**config.mk**
```make
export PLATFORM = sky130hd
export DESIGN_NAME = hd44780_bus_responder
export DESIGN_NICKNAME = d
export VERILOG_FILES = /design/src/rtl/hd44780_bus_responder_pkg.sv /design/src/rtl/hd44780_bus_responder_ddram.sv /design/src/rtl/hd44780_bus_responder.sv
export SDC_FILE = /design/constraint.sdc
export NUM_CORES = 1
export LEC_CHECK = 0
export BUFFER_PORTS_ARGS = -buffer_cell sky130_fd_sc_hd__buf_2
export CELL_PAD_IN_SITES_DETAIL_PLACEMENT = 1
export CELL_PAD_IN_SITES_GLOBAL_PLACEMENT = 1
export CORE_MARGIN = 2
export CORE_UTILIZATION = 41
export DETAILED_ROUTE_END_ITERATION = 8
export PLACE_DENSITY_LB_ADDON = 0.05
export SLEW_MARGIN = 20
export SYNTH_ARGS = -nofsm -noshare
export SYNTH_HDL_FRONTEND = slang
export SYNTH_SLANG_ARGS = --single-unit
```
**constraint.sdc**
```tcl
create_clock -name clk -period 3.35 [get_ports clk]
set_input_delay 0.67 -clock clk [delete_from_list [all_inputs] [get_ports clk]]
set_output_delay 0.67 -clock clk [all_outputs]
set_load 0.05 [all_outputs]
```
**src/rtl/hd44780_bus_responder_pkg.sv**
```systemverilog
// Shared types and helpers for the HD44780 bus responder.
// Latency: n/a (types, constants and pure functions only).
// Backpressure: n/a.
package hd44780_bus_responder_pkg;

    // Execution FSM states
    typedef enum logic [1:0] {
        S_IDLE  = 2'd0,
        S_EXEC  = 2'd1,
        S_CLEAR = 2'd2,
        S_BUSY  = 2'd3
    } state_t;

    // Decoded instruction class; the HD44780 selects by highest set bit
    typedef enum logic [3:0] {
        OPC_NOP   = 4'd0,
        OPC_CLEAR = 4'd1,
        OPC_HOME  = 4'd2,
        OPC_ENTRY = 4'd3,
        OPC_DISP  = 4'd4,
        OPC_SHIFT = 4'd5,
        OPC_FUNC  = 4'd6,
        OPC_CGRAM = 4'd7,
        OPC_DDRAM = 4'd8
    } opc_t;

    localparam int         LINE_LEN      = 40;
    localparam int         DDRAM_DEPTH   = 80;
    localparam logic [6:0] LINE2_BASE    = 7'h40;
    localparam logic [6:0] LINE1_LAST    = 7'h27;
    localparam logic [6:0] LINE2_LAST    = 7'h67;
    localparam logic [6:0] ONE_LINE_LAST = 7'h4F;
    localparam logic [7:0] FILL_CHAR     = 8'h20;

    // Classify a command byte by its highest set bit
    function automatic opc_t decode_cmd(input logic [7:0] b);
        opc_t op;
        casez (b)
            8'b1???????: op = OPC_DDRAM;
            8'b01??????: op = OPC_CGRAM;
            8'b001?????: op = OPC_FUNC;
            8'b0001????: op = OPC_SHIFT;
            8'b00001???: op = OPC_DISP;
            8'b000001??: op = OPC_ENTRY;
            8'b0000001?: op = OPC_HOME;
            8'b00000001: op = OPC_CLEAR;
            default:     op = OPC_NOP;
        endcase
        return op;
    endfunction

    // Map a DDRAM address to {valid, linear index}; valid=0 for holes in the map
    function automatic logic [7:0] addr_to_idx(input logic [6:0] a, input logic two);
        logic [7:0] r;
        r = 8'h00;
        if (two) begin
            if (a <= LINE1_LAST)
                r = {1'b1, a};
            else if (a >= LINE2_BASE && a <= LINE2_LAST)
                r = {1'b1, a - LINE2_BASE + 7'(LINE_LEN)};
        end else if (a <= ONE_LINE_LAST) begin
            r = {1'b1, a};
        end
        return r;
    endfunction

    // Next DDRAM address after a cursor move; an unmapped address restarts at 7'h00
    function automatic logic [6:0] step_addr(input logic [6:0] a, input logic inc, input logic two);
        logic [7:0] m;
        logic [6:0] r;
        m = addr_to_idx(a, two);
        r = 7'h00;
        if (m[7]) begin
            if (two) begin
                if (inc)
                    r = (a == LINE1_LAST) ? LINE2_BASE : (a == LINE2_LAST) ? 7'h00 : a + 7'd1;
                else
                    r = (a == LINE2_BASE) ? LINE1_LAST : (a == 7'h00) ? LINE2_LAST : a - 7'd1;
            end else begin
                if (inc)
                    r = (a == ONE_LINE_LAST) ? 7'h00 : a + 7'd1;
                else
                    r = (a == 7'h00) ? ONE_LINE_LAST : a - 7'd1;
            end
        end
        return r;
    endfunction

endpackage

```
**src/rtl/hd44780_bus_responder_ddram.sv**
```systemverilog
// 80x8 simple dual-port display RAM: synchronous write, registered read.
// Latency: read data valid one clk after raddr; collision returns the old value.
// Backpressure: none; both ports accept every cycle, out-of-range reads return 8'h00.
module hd44780_bus_responder_ddram
    import hd44780_bus_responder_pkg::*;
(
    input  logic       clk,
    input  logic       rst_n,
    input  logic       we,
    input  logic [6:0] waddr,
    input  logic [7:0] wdata,
    input  logic [6:0] raddr,
    output logic [7:0] rdata
);

    logic [7:0] mem [DDRAM_DEPTH];

    // Write port; addresses beyond the array are silently ignored
    always_ff @(posedge clk) begin
        if (we && waddr < 7'(DDRAM_DEPTH))
            mem[waddr] <= wdata;
    end

    // Read port; non-blocking update gives read-before-write on a same-index collision
    always_ff @(posedge clk or negedge rst_n) begin
        if (!rst_n)
            rdata <= 8'h00;
        else if (raddr < 7'(DDRAM_DEPTH))
            rdata <= mem[raddr];
        else
            rdata <= 8'h00;
    end

endmodule

```
**src/rtl/hd44780_bus_responder.sv**
```systemverilog
// Device side of the HD44780 4/8-bit LCD bus: nibble assembly, command decode, DDRAM mirror.
// Latency: strobe seen 3 clk after lcd_en falls; byte applied 1 clk later; rd_data 1 clk.
// Backpressure: none on the pins; bytes completing while busy are dropped and flagged.
module hd44780_bus_responder
    import hd44780_bus_responder_pkg::*;
#(
    parameter int CLK_HZ   = 27_000_000,
    parameter int EXEC_US  = 37,
    parameter int CLEAR_US = 1520
) (
    input  logic       clk,
    input  logic       rst_n,
    input  logic       lcd_rs,
    input  logic       lcd_rw,
    input  logic       lcd_en,
    input  logic [3:0] lcd_data,
    input  logic [6:0] rd_addr,
    output logic [7:0] rd_data,
    output logic [6:0] cursor_idx,
    output logic       disp_on,
    output logic       cursor_on,
    output logic       blink_on,
    output logic       four_bit,
    output logic       two_line,
    output logic       busy,
    output logic       timing_err,
    output logic       proto_err
);

    // Busy windows in clk cycles, counted from S_EXEC entry
    localparam logic [31:0] EXEC_CYC  = 32'((64'(CLK_HZ) * 64'(EXEC_US)) / 64'd1_000_000);
    localparam logic [31:0] CLEAR_CYC = 32'((64'(CLK_HZ) * 64'(CLEAR_US)) / 64'd1_000_000);
    // Power-up has no S_EXEC cycle, so the fill runs in front of the full clear window
    localparam logic [31:0] RESET_LIM = CLEAR_CYC + 32'(DDRAM_DEPTH) - 32'd1;

    // Pin synchronisers; en_sync[2] is the delayed copy used for edge detection
    logic [2:0] en_sync;
    logic [1:0] rs_sync;
    logic [1:0] rw_sync;
    logic [3:0] dat_s0;
    logic [3:0] dat_s1;
    logic       strobe;
    logic [7:0] byte_in;

    // Execution state
    state_t      state;
    logic [31:0] cnt;
    logic [31:0] lim;
    logic [6:0]  fill_idx;
    logic [6:0]  addr;
    logic        cg_mode;
    logic        id_inc;
    logic        phase_hi;
    logic [3:0]  hi_nib;
    logic [7:0]  cmd_byte;
    logic        cmd_rs;
    logic [7:0]  cur_map;

    // DDRAM write port
    logic       ram_we;
    logic [6:0] ram_waddr;
    logic [7:0] ram_wdata;

    // Bring the asynchronous host pins into the clk domain
    always_ff @(posedge clk or negedge rst_n) begin
        if (!rst_n) begin
            en_sync <= 3'b000;
            rs_sync <= 2'b00;
            rw_sync <= 2'b00;
            dat_s0  <= 4'h0;
            dat_s1  <= 4'h0;
        end else begin
            en_sync <= {en_sync[1:0], lcd_en};
            rs_sync <= {rs_sync[0], lcd_rs};
            rw_sync <= {rw_sync[0], lcd_rw};
            dat_s0  <= lcd_data;
            dat_s1  <= dat_s0;
        end
    end

    assign strobe  = en_sync[2] & ~en_sync[1];
    // In 8-bit mode only DB7..DB4 are wired, so the low nibble reads as zero
    assign byte_in = four_bit ? {hi_nib, dat_s1} : {dat_s1, 4'h0};
    assign cur_map = addr_to_idx(addr, two_line);
    assign busy    = (state != S_IDLE);
    // 7'h7F marks a cursor parked on an unmapped address
    assign cursor_idx = cur_map[7] ? cur_map[6:0] : 7'h7F;

    // Select between the clear fill and a host data write
    always_comb begin
        ram_we    = 1'b0;
        ram_waddr = fill_idx;
        ram_wdata = FILL_CHAR;
        if (state == S_CLEAR) begin
            ram_we = 1'b1;
        end else if (state == S_EXEC && cmd_rs && !cg_mode && cur_map[7]) begin
            ram_we    = 1'b1;
            ram_waddr = cur_map[6:0];
            ram_wdata = cmd_byte;
        end
    end

    // Nibble assembly, command execution and busy timing
    always_ff @(posedge clk or negedge rst_n) begin
        if (!rst_n) begin
            state      <= S_CLEAR;
            cnt        <= 32'd0;
            lim        <= RESET_LIM;
            fill_idx   <= 7'd0;
            addr       <= 7'h00;
            cg_mode    <= 1'b0;
            id_inc     <= 1'b1;
            phase_hi   <= 1'b1;
            hi_nib     <= 4'h0;
            cmd_byte   <= 8'h00;
            cmd_rs     <= 1'b0;
            four_bit   <= 1'b0;
            two_line   <= 1'b0;
            disp_on    <= 1'b0;
            cursor_on  <= 1'b0;
            blink_on   <= 1'b0;
            timing_err <= 1'b0;
            proto_err  <= 1'b0;
        end else begin
            // Host strobe: reads are unsupported, otherwise build up a byte
            if (strobe) begin
                if (rw_sync[1]) begin
                    proto_err <= 1'b1;
                end else if (four_bit && phase_hi) begin
                    hi_nib   <= dat_s1;
                    phase_hi <= 1'b0;
                end else begin
                    if (four_bit)
                        phase_hi <= 1'b1;
                    if (state == S_IDLE) begin
                        cmd_byte <= byte_in;
                        cmd_rs   <= rs_sync[1];
                        cnt      <= 32'd0;
                        state    <= S_EXEC;
                    end else begin
                        timing_err <= 1'b1;
                    end
                end
            end

            case (state)
                S_IDLE: begin
                end
                S_EXEC: begin
                    cnt      <= cnt + 32'd1;
                    lim      <= EXEC_CYC - 32'd1;
                    fill_idx <= 7'd0;
                    state    <= S_BUSY;
                    if (cmd_rs) begin
                        // CGRAM is not modelled: data aimed there is discarded
                        if (!cg_mode) begin
                            if (!cur_map[7])
                                proto_err <= 1'b1;
                            addr <= step_addr(addr, id_inc, two_line);
                        end
                    end else begin
                        case (decode_cmd(cmd_byte))
                            OPC_DDRAM: begin
                                addr    <= cmd_byte[6:0];
                                cg_mode <= 1'b0;
                            end
                            OPC_CGRAM: cg_mode <= 1'b1;
                            OPC_FUNC: begin
                                two_line <= cmd_byte[3];
                                if (cmd_byte[4]) begin
                                    four_bit <= 1'b0;
                                    phase_hi <= 1'b1;
                                end else if (!four_bit) begin
                                    four_bit <= 1'b1;
                                    phase_hi <= 1'b1;
                                end
                            end
                            // Display shift is not modelled; only cursor moves take effect
                            OPC_SHIFT: begin
                                if (!cmd_byte[3])
                                    addr <= step_addr(addr, cmd_byte[2], two_line);
                            end
                            OPC_DISP: begin
                                disp_on   <= cmd_byte[2];
                                cursor_on <= cmd_byte[1];
                                blink_on  <= cmd_byte[0];
                            end
                            // The shift-on-write flag is accepted but has no visible effect
                            OPC_ENTRY: id_inc <= cmd_byte[1];
                            OPC_HOME: begin
                                addr    <= 7'h00;
                                cg_mode <= 1'b0;
                                lim     <= CLEAR_CYC - 32'd1;
                            end
                            OPC_CLEAR: begin
                                addr    <= 7'h00;
                                id_inc  <= 1'b1;
                                cg_mode <= 1'b0;
                                lim     <= CLEAR_CYC - 32'd1;
                                state   <= S_CLEAR;
                            end
                            default: begin
                            end
                        endcase
                    end
                end
                S_CLEAR: begin
                    cnt      <= cnt + 32'd1;
                    fill_idx <= fill_idx + 7'd1;
                    if (fill_idx == 7'(DDRAM_DEPTH - 1))
                        state <= S_BUSY;
                end
                S_BUSY: begin
                    cnt <= cnt + 32'd1;
                    if (cnt >= lim)
                        state <= S_IDLE;
                end
                default: state <= S_IDLE;
            endcase
        end
    end

    hd44780_bus_responder_ddram u_ddram (
        .clk   (clk),
        .rst_n (rst_n),
        .we    (ram_we),
        .waddr (ram_waddr),
        .wdata (ram_wdata),
        .raddr (rd_addr),
        .rdata (rd_data)
    );

endmodule
```
==> impl_summary.txt, run 1 <==
----------------------------------------------------
[Setup path]
  Cell Chain, Critical Path ... ha_1 -> and4bb_1 -> a211o_1 -> buf_4 -> o21a_2 -> nand2_1 -> buf_2
  CP Buf/Inv Count ... 2
  Endpoint kind of the worst setup timing path ... output port
  Startpoint type of the worst setup path ... register
  Worst EP required ... 2.68 ns
  Worst Path Max Fanout ... 7
  Largest delay share family, worst path ... compound AO/OA/AOI/OAI gates
  Startpoint of the most critical setup path ... addr[0]
  Delay of the slowest critical-path stage ... around 0.38 ns
  Cell at the slowest stage of the critical path ... dfrtp_1
  CP Class ... register to output port
  Worst r2r src ... addr[0]
  CP arrival ... 2.59 ns

[Global route]
  Final global-route overflow total ... 0
  Initial antenna violation count ... 0
  Pin count of the biggest net entering global routing ... 81
  Wire length of the first global-routing pass ... roughly 120 mm
  Total global routing track utilization ... 0.2161
  Vias in the first global route ... about 18000

[Synthesis]
  Instance count of the mapped netlist ... roughly 1700
  Share of the synthesized netlist area taken by xor and xnor gates ... 0.002291
  Number of warnings printed during yosys synthesis ... 0
  Async set-or-reset flop fraction in the synthesized netlist ... 0.1340
  Combinational family with the most area after synthesis ... multiplexers
  Number of flops mapped to enable cells by yosys ... between 600 and 700
  Mux contribution to synthesized area ... 0.1587
  Sequential fraction of the synthesis area ... 0.7098
  Compound-cell area share of the yosys netlist ... 0.04194
  Adder-Cell Fraction of Synth Area ... 0.009411
  Number of different library cells in the post-synthesis netlist ... 85
  Average cell area after synthesis ... 18.02 sq um
  Number of flip-flops and latches in the synthesized netlist ... roughly 740
  Netlist area before placement ... 30580 sq um
  Mapped Nets ... roughly 1700
  Main synth FF type ... edfxtp_1
  Share of synthesized cell area in and, or, nand and nor gates ... 0.05933

[Die]
  Core Area ... 74200 sq um
  Horizontal extent of the die ... 277.1 um
  Area of the die ... 76780 sq um
  Number of placement rows ... 100
  Height of the die ... 277.1 um
  Initial cell density of the core ... 0.4121
  Number of top-level pins ... 39

[STA]
  Setup repair after global routing missed its margin ... yes
  Fmax ... 307.0 MHz
  Hold violation count in the final report ... 0
  Worst Tran Pin Value ... 0.9399 ns
  Post-Route Skew ... 0.03129 ns
  Worst hold slack across all endpoints ... 0.03465 ns
  Portion of the clock cycle consumed by the worst path in the final layout ... 0.9723
  Worst-case headroom to the max-slew limit ... 0.3734
  Max-slew violation count ... 0
  Minimum period implied by the final worst setup slack ... 3.257 ns
  Setup violations, final ... 0

[CTS]
  Number of sinks on the clock net ... between 700 and 800
  Worst skew pair latency ... 0.62 ns
  TritonCTS clock tree ... built
  H-tree level count ... 3
  Post-CTS Setup Inserts ... 0
  Num CTS Buffers ... 80
  Clk pin slew, worst setup/hold paths ... roughly 0.060 ns
  Buffer type at the clock tree root ... clkbuf_16
  Clk buf depth ... 3

[Run]
  Max cap viols ... 0

[Pwr]
  Power after layout ... 0.02370 W
  Power per Cell Area ... 661.7 nW/um^2
  VDD IR-drop max ... 438.2 uV
  Cell leakage power ... 12.68 nW

[Routing]
  Total number of vias ... ~17000
  Antenna Violating Nets Remaining ... 0
  Number of design rule violations left after detail routing ... 0
  Avg WL per Cell ... 27.76 um
  Post-DR vias/cell ... roughly 5.6
  Drt pass-1 iters ... 5
  Violation count after the first detailed-routing iteration ... 1309
  Routed wire length ... roughly 80 mm

[Final layout]
  Final instance count without filler cells ... 2934
  Fill cell instance count of the final layout ... 6951
  Layout Nets ... 1941
  Ratio of cells with drive above 1 in the final layout ... 0.2938
  Area delta synth->final ... 17.12%

[Placed design]
  Hpwl dp ... roughly 53 mm
  Port buffer count ... 38
  Cell Count Post-Placement ... 2789
  Final GP Congestion ... 0.8106

[Run status]
  Outcome ... completed

[Min path]
  Worst hold-check path type ... input port to asynchronous set/reset pin

----------------------------------------------------
## metal layers
layer	part of all wire	GRT usage
met1	0.46	0.3099
met2	0.49	0.3536
met3	0.036	0.02649
met4	0.019	0.05309
met5	0	0
## flip-flops by register name (all words and copies together) (netlist names), 2 cells and up
register and count:
u_ddram.rdata 8, rw_sync 2, fill_idx 7, dat_s1 4, cnt 32, lim 5
rs_sync 2, u_ddram.mem 640, addr 7, dat_s0 4, state 2, cmd_byte 8
en_sync 3, hi_nib 4
## kinds of logic after synthesis
group                    count (synthesis)
buffers and inverters                  118
multiplexers                           244
AND/OR/NAND/NOR                        376
adder cells (fa/ha/maj)                 23
flip-flops                             739
AO/OA/AOI/OAI                          189
XOR/XNOR                                 8
## worst paths after layout
kind | slack, ns | cells after the start | to
min in group clk | 0.16 | 1 | en_sync[0]
min reg2reg | 0.35 | 0 | dat_s1[2]
max reg2reg | 0.13 | 9 | u_ddram.mem[26][7]
max in group asynchronous | 2.49 | 2 | lim[4]
min | 0.03 | 1 | addr[3]
max | 0.09 | 7 | cursor_idx[3]
## cells in the mapped netlist (9+ instances only)
master    count  share of area
nor2_1      112          0.014
nand3_1      50         0.0082
nor3_1       31         0.0051
and2_1       10         0.0020
mux4_2      191           0.14
nand2b_1     14         0.0029
buf_4        10         0.0025
a31oi_1      12         0.0025
clkbuf_1     43         0.0053
o21ai_0      54         0.0088
mux2i_1      42          0.014
buf_2        21         0.0034
ha_1         23         0.0094
nand2_1      90          0.011
edfxtp_1    640           0.63
inv_1        25         0.0031
mux2_2        9         0.0033
nor2b_1      12         0.0025
a21oi_1      33         0.0054
buf_1         9         0.0011
dfrtp_1      93          0.076
nor4_1       10         0.0020
## cell type report
class / count / area, sq um / area share
diodes: 1 / 2.502 / 0.00006987
multi-input cells: 840 / 8335 / 0.2327
inverters: 27 / 101.3 / 0.002830
clock buffers: 114 / 2315 / 0.06463
flip-flops and latches: 739 / 21700 / 0.6060
repair buffers: 214 / 1808 / 0.05048
clock inverters: 30 / 336.6 / 0.009398
well taps: 969 / 1212 / 0.03385
## repair_timing
action	CTS	global route
hold buffers	0	0
gates resized for setup	1	5
setup endpoints to repair	2	96
## report_power, final
part           internal, W  switching, W
Sequential          0.0104      0.000306
Combinational      0.00142       0.00264
Clock              0.00535       0.00360
## metrics by stage
step	cell area, sq um	setup TNS (ns)	setup WS [ns]	utilization
floorplan	30580	0	0.1852	-
global placement	33140	0	0.1428	0.4467
detailed placement	33140	0	0.05276	0.4467
CTS	35800	0	0.01485	0.4824
global route	35810	-1.494	-0.05612	0.4827
finish	35810	0	0.09281	0.4827
## cells in the final DEF, fill, tap and decap left out, types with 7 or more instances in the layout
cell and instances:
a211oi_1 8, a21oi_1 33, a22oi_1 7, a31oi_1 12
and2_2 7, and3_1 8, buf_12 22, buf_2 34
buf_4 156, bufinv_16 7, clkbuf_1 20, clkbuf_16 84
clkbuf_8 10, clkinv_1 9, clkinv_2 12, dfrtp_1 93
edfxtp_1 640, ha_1 23, inv_1 25, mux2_2 9
mux2i_1 42, mux4_2 191, nand2_1 89, nand2b_1 14
nand3_1 50, nand4_1 8, nor2_1 108, nor2b_1 12
nor3_1 31, nor4_1 10, o21ai_0 54, o21ai_1 8
No activity file was read; power rests on OpenSTA's default activity.
==> inputs of run 2 (changes only) <==
- GPL_TIMING_DRIVEN: default -> 0
- RECOVER_POWER: default -> 25
==> run 2 against run 1 <==
  * Sequential cell count unchanged
  * Count of clock-buffer cells in the layout down 18
  * Critical path depth is 3 higher
  * Maximum frequency shrank 1.1%
  * Clock skew down 0.0084 ns
  * Wire length rose by 0.64%
  * Global-route usage about the same
  * Power up 1.4%
  * Non-clock buffer count shrank 35
  * Clock power grew 0.9%
  * Sequential share of layout area down 0.54 points
  * Critical path type is now register to register
==> impl_summary.txt, run 2 (synthesis gave the netlist of run 1 again) <==
----------------------------------------------------
[Pwr]
  Share of power burned in registers ... 0.442 (was 0.451)
  Fraction of power consumed by the clock network ... 0.375 (was 0.378)
  VDD IR-drop max ... 422.4 uV (was 438.2 uV)
  Power per Cell Area ... 665.1 nW/um^2 (was 661.7 nW/um^2)
  Power after layout ... 0.02404 W (was 0.02370 W)
  Sw Ratio ... 0.2848 (was 0.2762)
  Net switching component of the power ... 0.006845 W (was 0.006545 W)
  Internal power contribution ... 0.01719 W (was 0.01715 W)
  Logic pwr share ... 0.182 (was 0.171)
  Cell leakage power ... 12.32 nW (was 12.68 nW)

[Routing]
  Post-DR vias/cell ... 5.653 (was 5.643)
  Antenna Violating Nets Remaining ... 0 (unchanged)
  Avg WL per Cell ... 28.23 um (was 27.76 um)
  Total number of vias ... 16416 (was 16557)
  Violation count after the first detailed-routing iteration ... 1239 (was 1309)
  Routed wire length ... 81.98 mm (was 81.46 mm)
  Drt pass-1 iters ... 5 (unchanged)
  Number of design rule violations left after detail routing ... 0 (unchanged)

[Setup path]
  Cell at the slowest stage of the critical path ... o32a_1 (was dfrtp_1)
  Endpoint kind of the worst setup timing path ... register (was output port)
  Worst Path Max Fanout ... 10 (was 7)
  Worst EP required ... 3.74 ns (was 2.68 ns)
  Startpoint type of the worst setup path ... register (unchanged)
  CP Class ... register to register (was register to output port)
  CP Buf/Inv Count ... 3 (was 2)
  Startpoint of the most critical setup path ... state[1] (was addr[0])
  Cell Chain, Critical Path ... inv_1 -> ha_1 -> and3b_2 -> and2_1 -> o211a_1 -> buf_6 -> nand3b_1 -> o32a_1 -> nor2_4 -> buf_12 (was ha_1 -> and4bb_1 -> a211o_1 -> buf_4 -> o21a_2 -> nand2_1 -> buf_2)
  Largest delay share family, worst path ... compound AO/OA/AOI/OAI gates (unchanged)
  Delay of the slowest critical-path stage ... 0.82 ns (was 0.38 ns)
  CP arrival ... 3.69 ns (was 2.59 ns)
  Worst r2r src ... state[1] (was addr[0])

[Final layout]
  Ant. Diodes ... 0 (was 1)
  Sequential cell area ... 21700 sq um (about the same)
  Ratio of cells with drive above 1 in the final layout ... 0.2966 (was 0.2938)
  Area delta synth->final ... 18.19% (was 17.12%)
  Flip-flop count of the largest register after layout ... 640 (unchanged)
  Leading registers by flop count ... u_ddram.mem: 640 flops, cnt: 32 flops (unchanged)
  Fill cell instance count of the final layout ... 6910 (was 6951)
  Leading cell types in the layout, fill and taps excluded ... edfxtp_1, mux4_2, dfrtp_1 (was edfxtp_1, mux4_2, buf_4)
  Layout Nets ... 1907 (was 1941)
  Area occupied by multi-input gates ... 9014 sq um (was 8335 sq um)
  Core utilization of the finished layout ... 0.4871 (was 0.4827)
  Leading cell type in the layout, fill and taps excluded ... edfxtp_1 (unchanged)
  Final instance count without filler cells ... 2904 (was 2934)
  Largest reg by FF count ... u_ddram.mem (unchanged)

[STA]
  Worst Tran Pin Value ... 1.413 ns (was 0.9399 ns)
  Hold violation count in the final report ... 0 (unchanged)
  Minimum period implied by the final worst setup slack ... 3.292 ns (was 3.257 ns)
  Portion of the clock cycle consumed by the worst path in the final layout ... 0.9827 (was 0.9723)
  Setup violations, final ... 0 (unchanged)
  Fmax ... 303.7 MHz (was 307.0 MHz)
  Post-Route Skew ... 0.02293 ns (was 0.03129 ns)
  Max-slew violation count ... 0 (unchanged)
  Final setup slack of the worst path ... 0.05780 ns (was 0.09281 ns)
  Post-route setup TNS ... 0 ns (unchanged)
  Worst-case headroom to the max-slew limit ... 0.05831 (was 0.3734)
  Setup repair after global routing missed its margin ... yes (unchanged)

[Placed design]
  Cell Count Post-Placement ... 2710 (was 2789)
  Dpl ws ... -0.6533 ns (was 0.05276 ns)
  Final GP Congestion ... 0.8324 (was 0.8106)
  Port buffer count ... 34 (was 38)
  Hpwl dp ... 54.06 mm (was 53.30 mm)

[CTS]
  Num CTS Buffers ... 81 (was 80)
  H-tree level count ... 3 (unchanged)
  Buffer type at the clock tree root ... clkbuf_16 (unchanged)
  TritonCTS clock tree ... built (unchanged)
  Clk buf depth ... 3 (unchanged)
  Number of sinks on the clock net ... 739 (unchanged)
  Worst skew pair latency ... 0.64 ns (was 0.62 ns)
  Clk pin slew, worst setup/hold paths ... 0.06 ns (about the same)

[Die]
  Initial cell density of the core ... 0.4121 (unchanged)
  Number of placement rows ... 100 (unchanged)
  Area of the die ... 76780 sq um (unchanged)
  Height of the die ... 277.1 um (unchanged)
  Core Area ... 74200 sq um (unchanged)
  Number of top-level pins ... 39 (unchanged)
  Horizontal extent of the die ... 277.1 um (unchanged)

[Global route]
  Pin count of the biggest net entering global routing ... 65 (was 81)
  M3 GR Usage ... 0.02911 (was 0.02649)
  Final global-route overflow total ... 0 (unchanged)
  Vias in the first global route ... 17434 (was 17810)
  Busiest metal layer after global routing ... met2 (unchanged)
  Total global routing track utilization ... 0.2159 (was 0.2161)
  Initial antenna violation count ... 0 (unchanged)
  Met1 demand-to-capacity share in global routing ... 0.2941 (was 0.3099)
  Wire length of the first global-routing pass ... 120.7 mm (was 122.5 mm)
  Met2 usage in global routing ... 0.3651 (was 0.3536)

[Min path]
  Worst hold-check path type ... input port to register (was input port to asynchronous set/reset pin)
  Hold_sp ... lcd_rw

[Run]
  Max cap viols ... 0 (unchanged)

[Run status]
  Outcome ... completed (unchanged)

----------------------------------------------------
## run 2: changes by cell type in the layout (fill, tap and decap cells not counted), moves of 10 or more
cell      before  now
clkbuf_1      20   66
nor2_4         0   63
nor2_1       108   34
buf_4        156   43
buf_6          1   11
nor2_2         4   15
## run 2: timing repair
action | CTS | global route
pin swaps | 15 | 15
hold endpoints to repair | 6 | 0
hold buffers | 1 | 0
setup endpoints to repair | 825 | 451
cloned | 0 | 0
gates resized for setup | 157 | 31
setup buffers | 20 | 26
## run 2: area by class of cell
type	count	share of cell area
sequential	739	0.6006
multi-input combinational	840	0.2494
clock buffer	96	0.05878
tap	969	0.03355
timing repair buffer	91	0.02648
clock inverter	54	0.01523
buffer	88	0.01284
inverter	27	0.003150
## run 2: path summary, 6_finish.rpt
kind / cells past startpoint / slack, ns / to
min in group asynchronous: 2 / 0.87 / addr[6]
max in group asynchronous: 3 / 0.37 / addr[0]
setup reg to reg: 10 / 0.06 / u_ddram.mem[20][4]
hold reg to reg: 0 / 0.35 / dat_s1[3]
setup / recovery: 10 / 0.06 / u_ddram.mem[20][4]
hold / removal: 1 / 0.15 / rw_sync[0]
## run 2: per-layer routing
metal	up-vias	wire, um
met3	93	2788
met4	0	1798
met5	-	0
met2	313	41580
li1	7215	-
met1	8795	35810
## run 2: per-stage QoR
step	instance area, sq um	hold slack (ns)
4_1_cts	35760	0.1206
5_1_grt	36140	0.1380
3_3_place_gp	31960	0.3336
6_report	36140	0.1538
2_1_floorplan	30580	0.3312
3_5_place_dp	32240	0.3420
## run 2: power by group through the flow
stage	Clock [W]	Sequential (W)	Combinational (W)
after detailed placement	0	0.0108	0.00398
after global placement	0	0.0109	0.00385
after global routing	0.00954	0.0107	0.00472
after floorplan	0	0.0108	0.00259
after CTS	0.00924	0.0106	0.00425
final	0.00903	0.0106	0.00438
==> inputs of run 3 (changes only) <==
- CORE_ASPECT_RATIO: default -> 0.9
==> run 3 against run 2 <==
  * Die area about the same
  * Largest power group unchanged
  * The run now ends with capacitance limit, slew limit left
  * Via count increased by 1.2%
  * Non-clock buffer count down 8
==> impl_summary.txt, run 3 (synthesis gave the netlist of run 1 again) <==
----------------------------------------------------
[Routing]
  Antenna Violating Nets Remaining ... 0 (unchanged)
  Number of design rule violations left after detail routing ... 0 (unchanged)
  Post-DR vias/cell ... 5.769 (was 5.653)
  Violation count after the first detailed-routing iteration ... 1421 (was 1239)
  Total number of vias ... 16620 (was 16416)
  Routed wire length ... 82.17 mm (was 81.98 mm)
  Drt pass-1 iters ... 5 (unchanged)
  Avg WL per Cell ... 28.52 um (was 28.23 um)

[Final layout]
  Flip-flop count of the largest register after layout ... 640 (unchanged)
  Area delta synth->final ... 17.28% (was 18.19%)
  Core utilization of the finished layout ... 0.4879 (was 0.4871)
  Leading cell types in the layout, fill and taps excluded ... edfxtp_1, mux4_2, dfrtp_1 (unchanged)
  Ant. Diodes ... 0 (unchanged)
  Ratio of cells with drive above 1 in the final layout ... 0.2879 (was 0.2966)
  Layout Nets ... 1899 (was 1907)
  Leading registers by flop count ... u_ddram.mem: 640 flops, cnt: 32 flops (unchanged)
  Largest reg by FF count ... u_ddram.mem (unchanged)
  Final instance count without filler cells ... 2881 (was 2904)
  Leading cell type in the layout, fill and taps excluded ... edfxtp_1 (unchanged)
  Post-route cell area ... 35860 sq um (was 36140 sq um)

[CTS]
  Num CTS Buffers ... 81 (unchanged)
  TritonCTS clock tree ... built (unchanged)
  Buffer type at the clock tree root ... clkbuf_16 (unchanged)
  Clk buf depth ... 3 (unchanged)
  Clk pin slew, worst setup/hold paths ... 0.06 ns (about the same)
  H-tree level count ... 3 (unchanged)
  Worst skew pair latency ... 0.64 ns (about the same)
  Number of sinks on the clock net ... 739 (unchanged)

[Pwr]
  Power per Cell Area ... 659.9 nW/um^2 (was 665.1 nW/um^2)
  Cell leakage power ... 12.20 nW (was 12.32 nW)
  VDD IR-drop max ... 440.1 uV (was 422.4 uV)
  Power after layout ... 0.02367 W (was 0.02404 W)

[STA]
  Final setup slack of the worst path ... 0.07667 ns (was 0.05780 ns)
  Worst-case headroom to the max-slew limit ... -0.4800 (was 0.05831)
  Max-slew violation count ... 37 (was 0)
  Post-Route Skew ... 0.02752 ns (was 0.02293 ns)
  Minimum period implied by the final worst setup slack ... 3.273 ns (was 3.292 ns)
  Worst Tran Pin Value ... 2.220 ns (was 1.413 ns)
  Setup violations, final ... 0 (unchanged)
  Hold violation count in the final report ... 0 (unchanged)
  Setup repair after global routing missed its margin ... yes (unchanged)
  Fmax ... 305.5 MHz (was 303.7 MHz)
  Portion of the clock cycle consumed by the worst path in the final layout ... 0.9771 (was 0.9827)

[Setup path]
  Startpoint of the most critical setup path ... addr[3] (was state[1])
  CP Class ... register to register (unchanged)
  Cell at the slowest stage of the critical path ... nor3_1 (was o32a_1)
  Endpoint kind of the worst setup timing path ... register (unchanged)
  CP arrival ... 3.56 ns (was 3.69 ns)
  Worst EP required ... 3.63 ns (was 3.74 ns)
  Worst r2r src ... addr[3] (was state[1])
  Startpoint type of the worst setup path ... register (unchanged)
  CP Buf/Inv Count ... 2 (was 3)
  Largest delay share family, worst path ... compound AO/OA/AOI/OAI gates (unchanged)
  Cell Chain, Critical Path ... buf_6 -> clkinv_8 -> ha_4 -> nand4_1 -> a211o_4 -> a21boi_4 -> a31oi_4 -> nor3_1 -> a2bb2oi_2 -> nor2_4 (was inv_1 -> ha_1 -> and3b_2 -> and2_1 -> o211a_1 -> buf_6 -> nand3b_1 -> o32a_1 -> nor2_4 -> buf_12)
  Delay of the slowest critical-path stage ... 0.52 ns (was 0.82 ns)
  Worst Path Max Fanout ... 10 (unchanged)

[Global route]
  Total global routing track utilization ... 0.2168 (was 0.2159)
  Initial antenna violation count ... 2 (was 0)
  Wire length of the first global-routing pass ... 121.2 mm (was 120.7 mm)
  Pin count of the biggest net entering global routing ... 73 (was 65)
  Vias in the first global route ... 17430 (was 17434)
  Final global-route overflow total ... 0 (unchanged)

[Die]
  Initial cell density of the core ... 0.4160 (was 0.4121)
  Horizontal extent of the die ... 291.9 um (was 277.1 um)
  Core Area ... 73510 sq um (was 74200 sq um)
  Area of the die ... 76780 sq um (about the same)
  Number of top-level pins ... 39 (unchanged)
  Height of the die ... 263.1 um (was 277.1 um)
  Number of placement rows ... 94 (was 100)

[Min path]
  Worst hold-check path type ... input port to register (unchanged)
  Hold_sp ... lcd_rs (was lcd_rw)

[Placed design]
  Final GP Congestion ... 0.8259 (was 0.8324)
  Port buffer count ... 34 (unchanged)
  Placed Instance Area ... 32220 sq um (was 32240 sq um)
  Cell Count Post-Placement ... 2701 (was 2710)
  Hpwl dp ... 54.52 mm (was 54.06 mm)
  Dpl ws ... -0.7061 ns (was -0.6533 ns)

[Run]
  Max cap viols ... 1 (was 0)

[Run status]
  Outcome ... finished, violations left (was completed)
  Violations in the final reports ... capacitance limit, slew limit

----------------------------------------------------
==> run 3: changes by cell type in the layout (fill, tap and decap cells not counted), moves of 5 or more <==
cell       change
clkinv_1       -9
buf_4          -9
nor2_1         +5
clkbuf_1      +11
bufinv_16      -6
buf_12         -5
clkbuf_8       +7
==> run 3: report_power, final <==
part / internal [W] / switching [W]
clock: 0.00496 / 0.00364
sequential: 0.0104 / 0.000241
combinational: 0.00149 / 0.00295
total: 0.0168 / 0.00682
==> run 3: final cells by class <==
| cell class | count | area (sq um) |
|---|---|---|
| fill | 6750 | 37640 |
| sequential | 739 | 21700 |
| multi-input combinational | 840 | 8995 |
| clock buffer | 111 | 2230 |
| tap | 960 | 1201 |
| timing repair buffer | 82 | 863.3 |
| buffer | 89 | 465.4 |
| clock inverter | 33 | 290.3 |
| inverter | 27 | 113.9 |
==> run 3: routing by layer <==
metal | global-route usage | vias up | share of wire
li1 | - | 7171 | -
met1 | 0.3121 | 8924 | 0.45
met2 | 0.3441 | 396 | 0.48
met3 | 0.04044 | 127 | 0.048
met4 | 0.04960 | 2 | 0.023
met5 | 0 | - | 0.00015
==> run 3: path summary, 6_finish.rpt <==
| check | to | slack [ns] | depth (start not counted) |
|---|---|---|---|
| worst min-delay path | rs_sync[0] | 0.15 | 1 |
| worst max-delay path | u_ddram.mem[61][6] | 0.08 | 10 |
| min in group asynchronous | dat_s0[2] | 1.26 | 2 |
| worst min register to register | dat_s1[1] | 0.35 | 0 |
| max in group asynchronous | addr[4] | 0.66 | 2 |
| worst max register to register | u_ddram.mem[61][6] | 0.08 | 10 |
==> run 3: per-stage QoR <==
stage | TNS, ns | hold WS (ns)
after floorplan | 0 | 0.3312
after global placement | -1466.73 | 0.3310
after detailed placement | -293.45 | 0.3362
after CTS | -4.069 | 0.1133
after global routing | -3.990 | 0.1243
final | 0 | 0.1512
==> run 3: what timing repair did <==
item,4_1_cts,5_1_grt
hold buffers,1,0
cloned,0,0
resized for setup,148,38
endpoints found under the hold margin,35,0
setup endpoints to repair,744,734
buffers inserted,26,11
pin swaps,19,5
==> run 3: worst register-to-register path, stage by stage, from the launching register on <==
cell	delay (ns)
dfrtp_1	0.39
buf_6	0.14
clkinv_8	0.07
ha_4	0.13
nand4_1	0.16
a211o_4	0.44
a21boi_4	0.18
a31oi_4	0.09
nor3_1	0.52
a2bb2oi_2	0.39
nor2_4	0.42
